[config.mk]
export PLATFORM = sky130hd
export DESIGN_NAME = wbsp2axlite
export DESIGN_NICKNAME = d
export VERILOG_FILES = /design/src/rtl/wbsp2axlite.sv
export SDC_FILE = /design/constraint.sdc
export NUM_CORES = 1
export LEC_CHECK = 0
export CAP_MARGIN = 20
export CORE_MARGIN = 2
export CORE_UTILIZATION = 40
export DETAILED_ROUTE_END_ITERATION = 8
export GPL_ROUTABILITY_DRIVEN = 0
export PLACE_DENSITY_LB_ADDON = 0.12
export SYNTH_ARGS = -nofsm -noshare
export SYNTH_HDL_FRONTEND = slang
export SYNTH_SLANG_ARGS = --single-unit
[constraint.sdc]
create_clock -name i_clk -period 2.5 [get_ports i_clk]
set_input_delay 0.5 -clock i_clk [delete_from_list [all_inputs] [get_ports i_clk]]
set_output_delay 0.5 -clock i_clk [all_outputs]
set_load 0.005 [all_outputs]
[src/rtl/wbsp2axlite.sv]
// Wishbone pipelined slave to AXI4-Lite master bridge: one outstanding
// transaction, busy timeout that errors the WB side and drains the AXI side.
module wbsp2axlite #(
   parameter int C_AXI_DATA_WIDTH = 32,
   parameter int C_AXI_ADDR_WIDTH = 28,
   parameter int TIMEOUT_CYCLES   = 16,
   localparam int DW  = C_AXI_DATA_WIDTH,
   localparam int LSB = $clog2(C_AXI_DATA_WIDTH / 8),
   localparam int AW  = C_AXI_ADDR_WIDTH - LSB
) (
   input  logic                        i_clk,
   input  logic                        i_axi_reset_n,
   input  logic                        i_wb_cyc,
   input  logic                        i_wb_stb,
   input  logic                        i_wb_we,
   input  logic [AW-1:0]               i_wb_addr,
   input  logic [DW-1:0]               i_wb_data,
   input  logic [DW/8-1:0]             i_wb_sel,
   output logic                        o_wb_stall,
   output logic                        o_wb_ack,
   output logic                        o_wb_err,
   output logic [DW-1:0]               o_wb_data,
   output logic                        o_axi_awvalid,
   input  logic                        i_axi_awready,
   output logic [C_AXI_ADDR_WIDTH-1:0] o_axi_awaddr,
   output logic                        o_axi_wvalid,
   input  logic                        i_axi_wready,
   output logic [DW-1:0]               o_axi_wdata,
   output logic [DW/8-1:0]             o_axi_wstrb,
   input  logic                        i_axi_bvalid,
   output logic                        o_axi_bready,
   input  logic [1:0]                  i_axi_bresp,
   output logic                        o_axi_arvalid,
   input  logic                        i_axi_arready,
   output logic [C_AXI_ADDR_WIDTH-1:0] o_axi_araddr,
   input  logic                        i_axi_rvalid,
   output logic                        o_axi_rready,
   input  logic [DW-1:0]               i_axi_rdata,
   input  logic [1:0]                  i_axi_rresp
);

   typedef enum logic [1:0] {
      IDLE  = 2'd0,
      WRITE = 2'd1,
      READ  = 2'd2,
      DRAIN = 2'd3
   } state_t;

   state_t            state_r, state_s;
   logic              we_r;
   logic [AW-1:0]     addr_r;
   logic [DW-1:0]     wdata_r;
   logic [DW/8-1:0]   wstrb_r;
   logic [DW-1:0]     rdata_r;
   logic              awvalid_r, wvalid_r, arvalid_r, bready_r, rready_r;
   logic              stall_r, ack_r, err_r, abort_r;
   logic [7:0]        busy_cnt_r;

   logic accept_s, aw_ok_s, w_ok_s, ar_ok_s, b_fire_s, r_fire_s;
   logic timeout_s, live_s, resp_err_s, ack_s, err_s;
   logic unused_s;

   // A channel counts as done once its valid has dropped or handshakes this cycle.
   assign accept_s   = (state_r == IDLE) && i_wb_cyc && i_wb_stb;
   assign aw_ok_s    = !awvalid_r || i_axi_awready;
   assign w_ok_s     = !wvalid_r || i_axi_wready;
   assign ar_ok_s    = !arvalid_r || i_axi_arready;
   assign b_fire_s   = bready_r && i_axi_bvalid && aw_ok_s && w_ok_s;
   assign r_fire_s   = rready_r && i_axi_rvalid && ar_ok_s;
   assign timeout_s  = (busy_cnt_r == 8'(TIMEOUT_CYCLES - 1));
   assign live_s     = i_wb_cyc && !abort_r;
   assign resp_err_s = we_r ? i_axi_bresp[1] : i_axi_rresp[1];
   assign unused_s   = ^{i_axi_bresp[0], i_axi_rresp[0]};

   // State register.
   always_ff @(posedge i_clk or negedge i_axi_reset_n) begin
      if (!i_axi_reset_n) begin
         state_r <= IDLE;
      end else begin
         state_r <= state_s;
      end
   end

   // Next state and WB response decisions; a completing handshake beats the timeout.
   always_comb begin
      state_s = state_r;
      ack_s   = 1'b0;
      err_s   = 1'b0;
      case (state_r)
         IDLE: begin
            if (accept_s) begin
               if (i_wb_we) begin
                  state_s = WRITE;
               end else begin
                  state_s = READ;
               end
            end else begin
               state_s = IDLE;
            end
         end
         WRITE, READ: begin
            if (b_fire_s || r_fire_s) begin
               state_s = IDLE;
               ack_s   = live_s && !resp_err_s;
               err_s   = live_s && resp_err_s;
            end else if (timeout_s) begin
               state_s = DRAIN;
               err_s   = live_s;
            end else begin
               state_s = state_r;
            end
         end
         DRAIN: begin
            if (b_fire_s || r_fire_s) begin
               state_s = IDLE;
            end else begin
               state_s = DRAIN;
            end
         end
         default: begin
            state_s = IDLE;
         end
      endcase
   end

   // Request capture, AXI channel handshakes, busy counter and WB outputs.
   always_ff @(posedge i_clk or negedge i_axi_reset_n) begin
      if (!i_axi_reset_n) begin
         we_r       <= 1'b0;
         addr_r     <= '0;
         wdata_r    <= '0;
         wstrb_r    <= '0;
         rdata_r    <= '0;
         awvalid_r  <= 1'b0;
         wvalid_r   <= 1'b0;
         arvalid_r  <= 1'b0;
         bready_r   <= 1'b0;
         rready_r   <= 1'b0;
         stall_r    <= 1'b0;
         ack_r      <= 1'b0;
         err_r      <= 1'b0;
         abort_r    <= 1'b0;
         busy_cnt_r <= 8'd0;
      end else begin
         if (accept_s) begin
            we_r    <= i_wb_we;
            addr_r  <= i_wb_addr;
            wdata_r <= i_wb_data;
            wstrb_r <= i_wb_sel;
         end

         if (accept_s) begin
            awvalid_r <= i_wb_we;
         end else if (i_axi_awready) begin
            awvalid_r <= 1'b0;
         end

         if (accept_s) begin
            wvalid_r <= i_wb_we;
         end else if (i_axi_wready) begin
            wvalid_r <= 1'b0;
         end

         if (accept_s) begin
            arvalid_r <= !i_wb_we;
         end else if (i_axi_arready) begin
            arvalid_r <= 1'b0;
         end

         bready_r <= (state_s == WRITE) || ((state_s == DRAIN) && we_r);
         rready_r <= (state_s == READ)  || ((state_s == DRAIN) && !we_r);
         stall_r  <= (state_s != IDLE);
         ack_r    <= ack_s;
         err_r    <= err_s;

         // Once the master abandons the cycle, nothing is reported for this request.
         if (accept_s) begin
            abort_r <= 1'b0;
         end else if ((state_r != IDLE) && !i_wb_cyc) begin
            abort_r <= 1'b1;
         end

         if (((state_r == WRITE) || (state_r == READ)) && (state_s == state_r)) begin
            busy_cnt_r <= busy_cnt_r + 8'd1;
         end else begin
            busy_cnt_r <= 8'd0;
         end

         if ((state_r == READ) && r_fire_s) begin
            rdata_r <= i_axi_rdata;
         end
      end
   end

   assign o_wb_stall    = stall_r;
   assign o_wb_ack      = ack_r;
   assign o_wb_err      = err_r;
   assign o_wb_data     = rdata_r;
   assign o_axi_awvalid = awvalid_r;
   assign o_axi_awaddr  = C_AXI_ADDR_WIDTH'(addr_r) << LSB;
   assign o_axi_wvalid  = wvalid_r;
   assign o_axi_wdata   = wdata_r;
   assign o_axi_wstrb   = wstrb_r;
   assign o_axi_bready  = bready_r;
   assign o_axi_arvalid = arvalid_r;
   assign o_axi_araddr  = C_AXI_ADDR_WIDTH'(addr_r) << LSB;
   assign o_axi_rready  = rready_r;

endmodule
# [Word-level counts from Yosys, hierarchy flattened]
# Index checks and enable logic that the tools add are counted.
[word_totals] output_inout_bits=132 register_bits=114 word_cells=84 input_bits=108
[classes] muxes=21 reduce_logical=38 add_sub_neg=1 n_eq_ne=8
[ops] cell="1-bit logical AND" n=15
[ops] cell="1-bit two-way mux" n=14
[ops] cell="2-bit nonzero test" n=6
[ops] cell="2-bit two-way mux" n=5
[ops] cell="8-bit by 1-bit adder with 8-bit output, second input constant" n=1
[ops] cell="2-bit equality test, second input constant" n=4
[ops] cell="8-bit by 4-bit equality test with 1-bit output, second input constant" n=1
[ops] cell="1-bit logical NOT" n=8
[ops] cell="8-bit two-way mux" n=1
[ops] cell="1-bit logical OR" n=7
[ops] cell="2-bit one-hot mux with 3 select lines" n=1
[ops] cell="2-bit by 1-bit equality test with 1-bit output, second input constant" n=2
[ops] cell="2-bit equality test" n=1
[ops] cell="2-bit logical NOT" n=1
[ops] cell="2-bit OR reduction" n=1

# [Depth between registers and ports, before layout]
[logic_depth] ltp_word=10 depth_mapped=7 depth_no_buf=6

# [Worst setup path before layout]
# No wires, ideal clock.
[synth_timing] kind="reg2reg" startpoint="register state_r[1]" endpoint="register busy_cnt_r[0]" arrival_time_ns=1.668 synth_period_minus_slack_ns=1.790 n_path_buf=0 required_ns=2.378 stages_incl_launch_ff=7 setup_ns=0.122 path_slack_ns=0.710 path_cell_list="dfrtp_1 > inv_1 > ha_1 > inv_1 > a221oi_1 > o21a_4 > a2111oi_1"
[synth_between] elab_chain_cells=8 elab_cells_between_ends=15 classes_between="4 x eq/ne; 5 x mux; 6 x reduce/logical"
[synth_lines] item="start, declared" line_no="49" text="state_t state_r, state_s;"
[synth_lines] item="start signal, assigned" line_no="80" text="state_r <= state_s;"
[synth_lines] item="2-bit logical NOT" line_no="64, 89"
[synth_lines] item="1-bit logical AND (2 in series)" line_no="64" text="assign accept_s = (state_r == IDLE) && i_wb_cyc && i_wb_stb;"
[synth_lines] item="2-bit two-way mux" line_no="91" text="if (accept_s) begin"
[synth_lines] item="2-bit one-hot mux with 3 select lines" line_no="89" text="case (state_r)"
[synth_lines] item="2-bit equality test" line_no="183" text="if (((state_r == WRITE) || (state_r == READ)) && (state_s == state_r)) begin"
[synth_lines] item="1-bit logical AND *" line_no="183"
[synth_lines] item="8-bit two-way mux *" line_no="183"
[synth_lines] item="end signal, assigned" line_no="184" text="busy_cnt_r <= busy_cnt_r + 8'd1;"
[synth_lines] item="end, declared" line_no="57" text="logic [7:0] busy_cnt_r;"
# Every way passes the cells marked *; elsewhere a longest branch is shown, timed or not.
# A chain may end at the register's enable or synchronous reset.

# [Final worst setup path]
[layout_timing] startpoint="register state_r[1]" endpoint="register busy_cnt_r[4]"
# The elaborated chain is that of the path after synthesis.

==> impl_summary.md <==
Route
The pre-antenna-repair detailed-routing pass consisted of 4 iterations. Across all layers, the routed design uses roughly 4000 vias. The detailed router finished its first iteration with 173 violations.

After detailed routing, the number of remaining DRC violations is 0. The via density per instance is between 4 and 5. The routed wire length is 12900 um.

The count of nets left with antenna violations after detail routing is 0. The per-cell routed wire length is 15.3 um.

Synth
The synthesized area per cell is 10.4 um2. In this run the cell area of the synthesized design comes to 4810 um2. The flip-flop and latch count after synthesis is ~110. Synthesis produced a netlist whose cell count is 463. The number of warnings reported in the yosys synthesis log is 0. The part of the Yosys area used for sequential elements is 59.3%. Synthesis instantiated 40 different standard cells from the library.

Clock tree
For the worst-skew pair, the clock arrives at the later sink with an insertion delay of 0.40 ns. Counting along the longest clock path gives a buffer depth of 2. In this run the clock root is driven by a sky130_fd_sc_hd__clkbuf_16.

The post-CTS resize count is 0. TritonCTS built the clock tree. Clock tree synthesis found a total of 114 sinks.

The H-tree depth is 4. For this design, the CTS-stage hold fixing added 0 buffers. The buffer count from post-CTS setup fixing is 0. The clock transition time at the flip-flop clock pins of the worst setup and hold paths is 0.06 ns. TritonCTS created 17 clock buffers.

Setup path
STA puts the critical path data required time at 2.75 ns. The endpoint type of the worst setup path is a flop. The cell with the largest stage delay on the worst path is sky130_fd_sc_hd__dfrtp_1.

The most critical setup path has its startpoint at state_r[1]$_DFF_PN0_. Traced cell by cell, the critical path runs through inv_1 -> ha_1 -> inv_1 -> a221oi_1 -> o21a_4 -> a2111oi_1. The reg-to-reg startpoint is state_r[1]$_DFF_PN0_.

The critical path's most frequent cell is sky130_fd_sc_hd__inv_1. On the worst path, the slowest cell contributes a delay of about 0.48 ns. Together, buffers and inverters on the worst path number 2.

The setup path with the least slack is of type reg -> reg. The family with the most delay on the worst path is compound AO/OA/AOI/OAI gates. The flop-to-flop setup slack is 0.32 ns. The maximum fanout count along the critical path is 8. STA classifies the critical path startpoint as a flop. The critical path arrival is 2.44 ns.

Floorplanning
The die is 114 um tall. The cell row count is 40. In this run the count of I/O pins placed on the die edge is 240. The starting density of the core is a little over 40%. In this run the standard cell core region covers 11900 um2. The floorplan step defined a die boundary enclosing 12900 um2.

In this run the horizontal extent of the chip is 114 um.

STA
The number of slew-limit violations in the final report is 0. After layout, the minimum clock period comes to 2.18 ns. The worst pin sits at a relative slew slack of between 50 and 60%. The final total negative setup slack is 0 ns. The total setup violations reported at the end of the flow is 0. The worst clock skew is ~0.011 ns.

The count of endpoints failing hold in the final timing report is 0. Static timing analysis puts the maximum clock frequency at 459 MHz. In the finished design, the share of the clock period the worst path needs comes to between 80 and 90%. The slew at the pin closest to its max-slew limit is between 0.6 and 0.7 ns. Setup repair after global routing left no endpoint under its margin.

Run status
The flow ran to the end, and the final reports show no timing, DRC or antenna violations.

GRT
The number of global-route vias before repair is approximately 4000. The total congestion overflow after global routing is 0. The number of antenna violations at the first check in global routing is 0. The wire length of the first global-routing pass is approximately 20000 um. Entering global routing, the biggest net connects 49 pins.

In the global route stage, overall resource usage came out at 20.4%.

Layout
Fill cells in the final layout number 979. The area used by sequential logic in the layout is around 2900 um2. The repair_antennas step left the layout with diodes totalling 0. The area taken by multi-input logic gates is 1660 um2. The finished layout holds 842 standard cells, fillers aside.

Of the cells placed in the final design, the portion with a size suffix greater than 1 is 12.4%. The net total in the final layout is 795. The final instance area is 7750 um2. Relative to the synthesized area, the layout overhead comes to 61.3%.

Power and ir drop
The maximum vdd ir drop is 0.000543 V. Dividing total power by cell area gives a power density of approximately 1200 nW/um2. For this design the static power due to leakage is 3.56 nW.

Run
The tool flagged a number of max-cap violations equal to 0.

Placement
The total of buffers placed on input and output ports is 233. After detailed placement, the total cell area comes to 7160 um2. Once placement completed, the tool counted placed cells totaling 810.

Detailed placement finished with a half-perimeter wire length of between 9000 and 10000 um.

Worst hold path
The path type of the worst min-delay path is in -> async.
[sequential cells by signal (all words and copies together), names as in the netlist]
signal,flops
abort_r,1
addr_r,26
busy_cnt_r,8
o_axi_arvalid,1
o_axi_awvalid,1
o_axi_bready,1
o_axi_rready,1
o_axi_wdata,32
o_axi_wstrb,4
o_axi_wvalid,1
o_wb_ack,1
o_wb_data,32
o_wb_err,1
o_wb_stall,1
state_r,2
we_r,1
[where the power goes]
part / switching [W] / internal [W] / total, W
Clock: 0.000867 / 0.00150 / 0.00237
Sequential: 0.000504 / 0.00266 / 0.00316
Combinational: 0.00142 / 0.00235 / 0.00376
[path summary, 6_finish.rpt]
| kind | endpoint | cells after the start |
|---|---|---|
| max | busy_cnt_r[4]$_DFF_PN0_ | 6 |
| min | o_wb_data[1]$_DFFE_PN0P_ | 1 |
| max reg2reg | busy_cnt_r[4]$_DFF_PN0_ | 6 |
| min reg2reg | o_axi_wdata[8]$_DFFE_PN0N_ | 2 |
| max in group asynchronous | busy_cnt_r[6]$_DFF_PN0_ | 2 |
| min in group i_clk | o_axi_wdata[8]$_DFFE_PN0N_ | 2 |
[Yosys cell counts]
master	instances	area [um2]
sky130_fd_sc_hd__xnor2_1	5	43.8
sky130_fd_sc_hd__or4_4	1	11.3
sky130_fd_sc_hd__nand3b_1	1	7.51
sky130_fd_sc_hd__buf_2	5	25.0
sky130_fd_sc_hd__inv_2	1	3.75
sky130_fd_sc_hd__o211ai_1	1	7.51
sky130_fd_sc_hd__nor3_1	2	10.0
sky130_fd_sc_hd__a221oi_1	1	8.76
sky130_fd_sc_hd__o21a_4	1	15.0
sky130_fd_sc_hd__and3_1	2	12.5
sky130_fd_sc_hd__ha_1	5	62.6
sky130_fd_sc_hd__a211oi_1	2	15.0
sky130_fd_sc_hd__o21ai_2	1	8.76
sky130_fd_sc_hd__nand2_1	193	724
sky130_fd_sc_hd__a2111oi_1	6	60.1
sky130_fd_sc_hd__o21ai_4	1	16.3
sky130_fd_sc_hd__a21oi_1	4	20.0
sky130_fd_sc_hd__conb_1	1	3.75
sky130_fd_sc_hd__o21ai_1	4	20.0
sky130_fd_sc_hd__nor2_1	7	26.3
sky130_fd_sc_hd__nor2b_1	1	6.26
sky130_fd_sc_hd__o21ai_0	4	20.0
sky130_fd_sc_hd__a32oi_2	1	16.3
sky130_fd_sc_hd__nand4b_1	1	8.76
sky130_fd_sc_hd__nand4_1	3	18.8
sky130_fd_sc_hd__nor3b_2	1	12.5
sky130_fd_sc_hd__nand2b_1	4	25.0
sky130_fd_sc_hd__dfrtp_1	114	2850
sky130_fd_sc_hd__xor2_1	1	8.76
sky130_fd_sc_hd__mux2_1	2	22.5
sky130_fd_sc_hd__buf_4	30	225
sky130_fd_sc_hd__nor2_2	1	6.26
sky130_fd_sc_hd__mux2_2	31	349
sky130_fd_sc_hd__a311oi_2	1	15.0
sky130_fd_sc_hd__and4_1	1	8.76
sky130_fd_sc_hd__a2111oi_2	1	15.0
sky130_fd_sc_hd__inv_1	5	18.8
sky130_fd_sc_hd__clkbuf_1	11	41.3
sky130_fd_sc_hd__o31a_1	1	8.76
sky130_fd_sc_hd__nand3_1	5	25.0
[cell usage in the layout, fill, tap and decap left out, drive strengths merged, types with 6 or more instances in the layout]
master         synthesis  routed
clkdlybuf4s50          0     232
nand2                193     193
dfrtp                114     114
mux2                  33      33
clkbuf                11      18
buf                   35      11
o21ai                 10      10
inv                    6       9
nor2                   8       8
a2111oi                7       7
clkinv                 0       6
[through the flow]
step | setup slack, ns | util [%] | power, W | hold WS (ns)
after CTS | 0.340 | 65.4 | 0.00940 | 0.120
after global routing | 0.183 | 65.4 | 0.00989 | 0.151
after detailed placement | 0.288 | 60.4 | 0.00698 | 0.462
after global placement | 0.325 | 60.4 | 0.00686 | 0.456
final | 0.319 | 65.4 | 0.00929 | 0.108
after floorplan | 0.710 | - | 0.00468 | 0.204
[metal layers]
layer | track usage, % | up-vias | wire length [um]
met2 | 35.8 | 160 | 6700
met1 | 24.6 | 1915 | 5160
met4 | 5.45 | 0 | 80
met5 | 0 | - | 0
li1 | - | 1907 | -
met3 | 6.32 | 11 | 969
[worst register-to-register path, cell delays in order, from the launching register on]
cell and delay, ns:
sky130_fd_sc_hd__dfrtp_1 0.48, sky130_fd_sc_hd__inv_1 0.10, sky130_fd_sc_hd__ha_1 0.34, sky130_fd_sc_hd__inv_1 0.25, sky130_fd_sc_hd__a221oi_1 0.17, sky130_fd_sc_hd__o21a_4 0.28
sky130_fd_sc_hd__a2111oi_1 0.41
[final cells by class]
cell class / count / area share [%]
flip-flops and latches: 114 / 36.8
repair buffers: 243 / 31.5
multi-input cells: 300 / 21.4
clock buffers: 18 / 5.66
well taps: 147 / 2.37
clock inverters: 14 / 1.99
inverters: 6 / 0.291
[logic make-up after synthesis]
| family | synth area share [%] |
|---|---|
| AOI/OAI and AO/OA | 5.13 |
| xor gates and xnor gates | 1.09 |
| adders and majority gates | 1.30 |
| buffers and inverters | 6.53 |
| DFF | 59.3 |
| muxes | 7.73 |
| other | 0.0780 |
| and+or+nand+nor | 18.8 |
No activity file was read; power rests on OpenSTA's default activity.
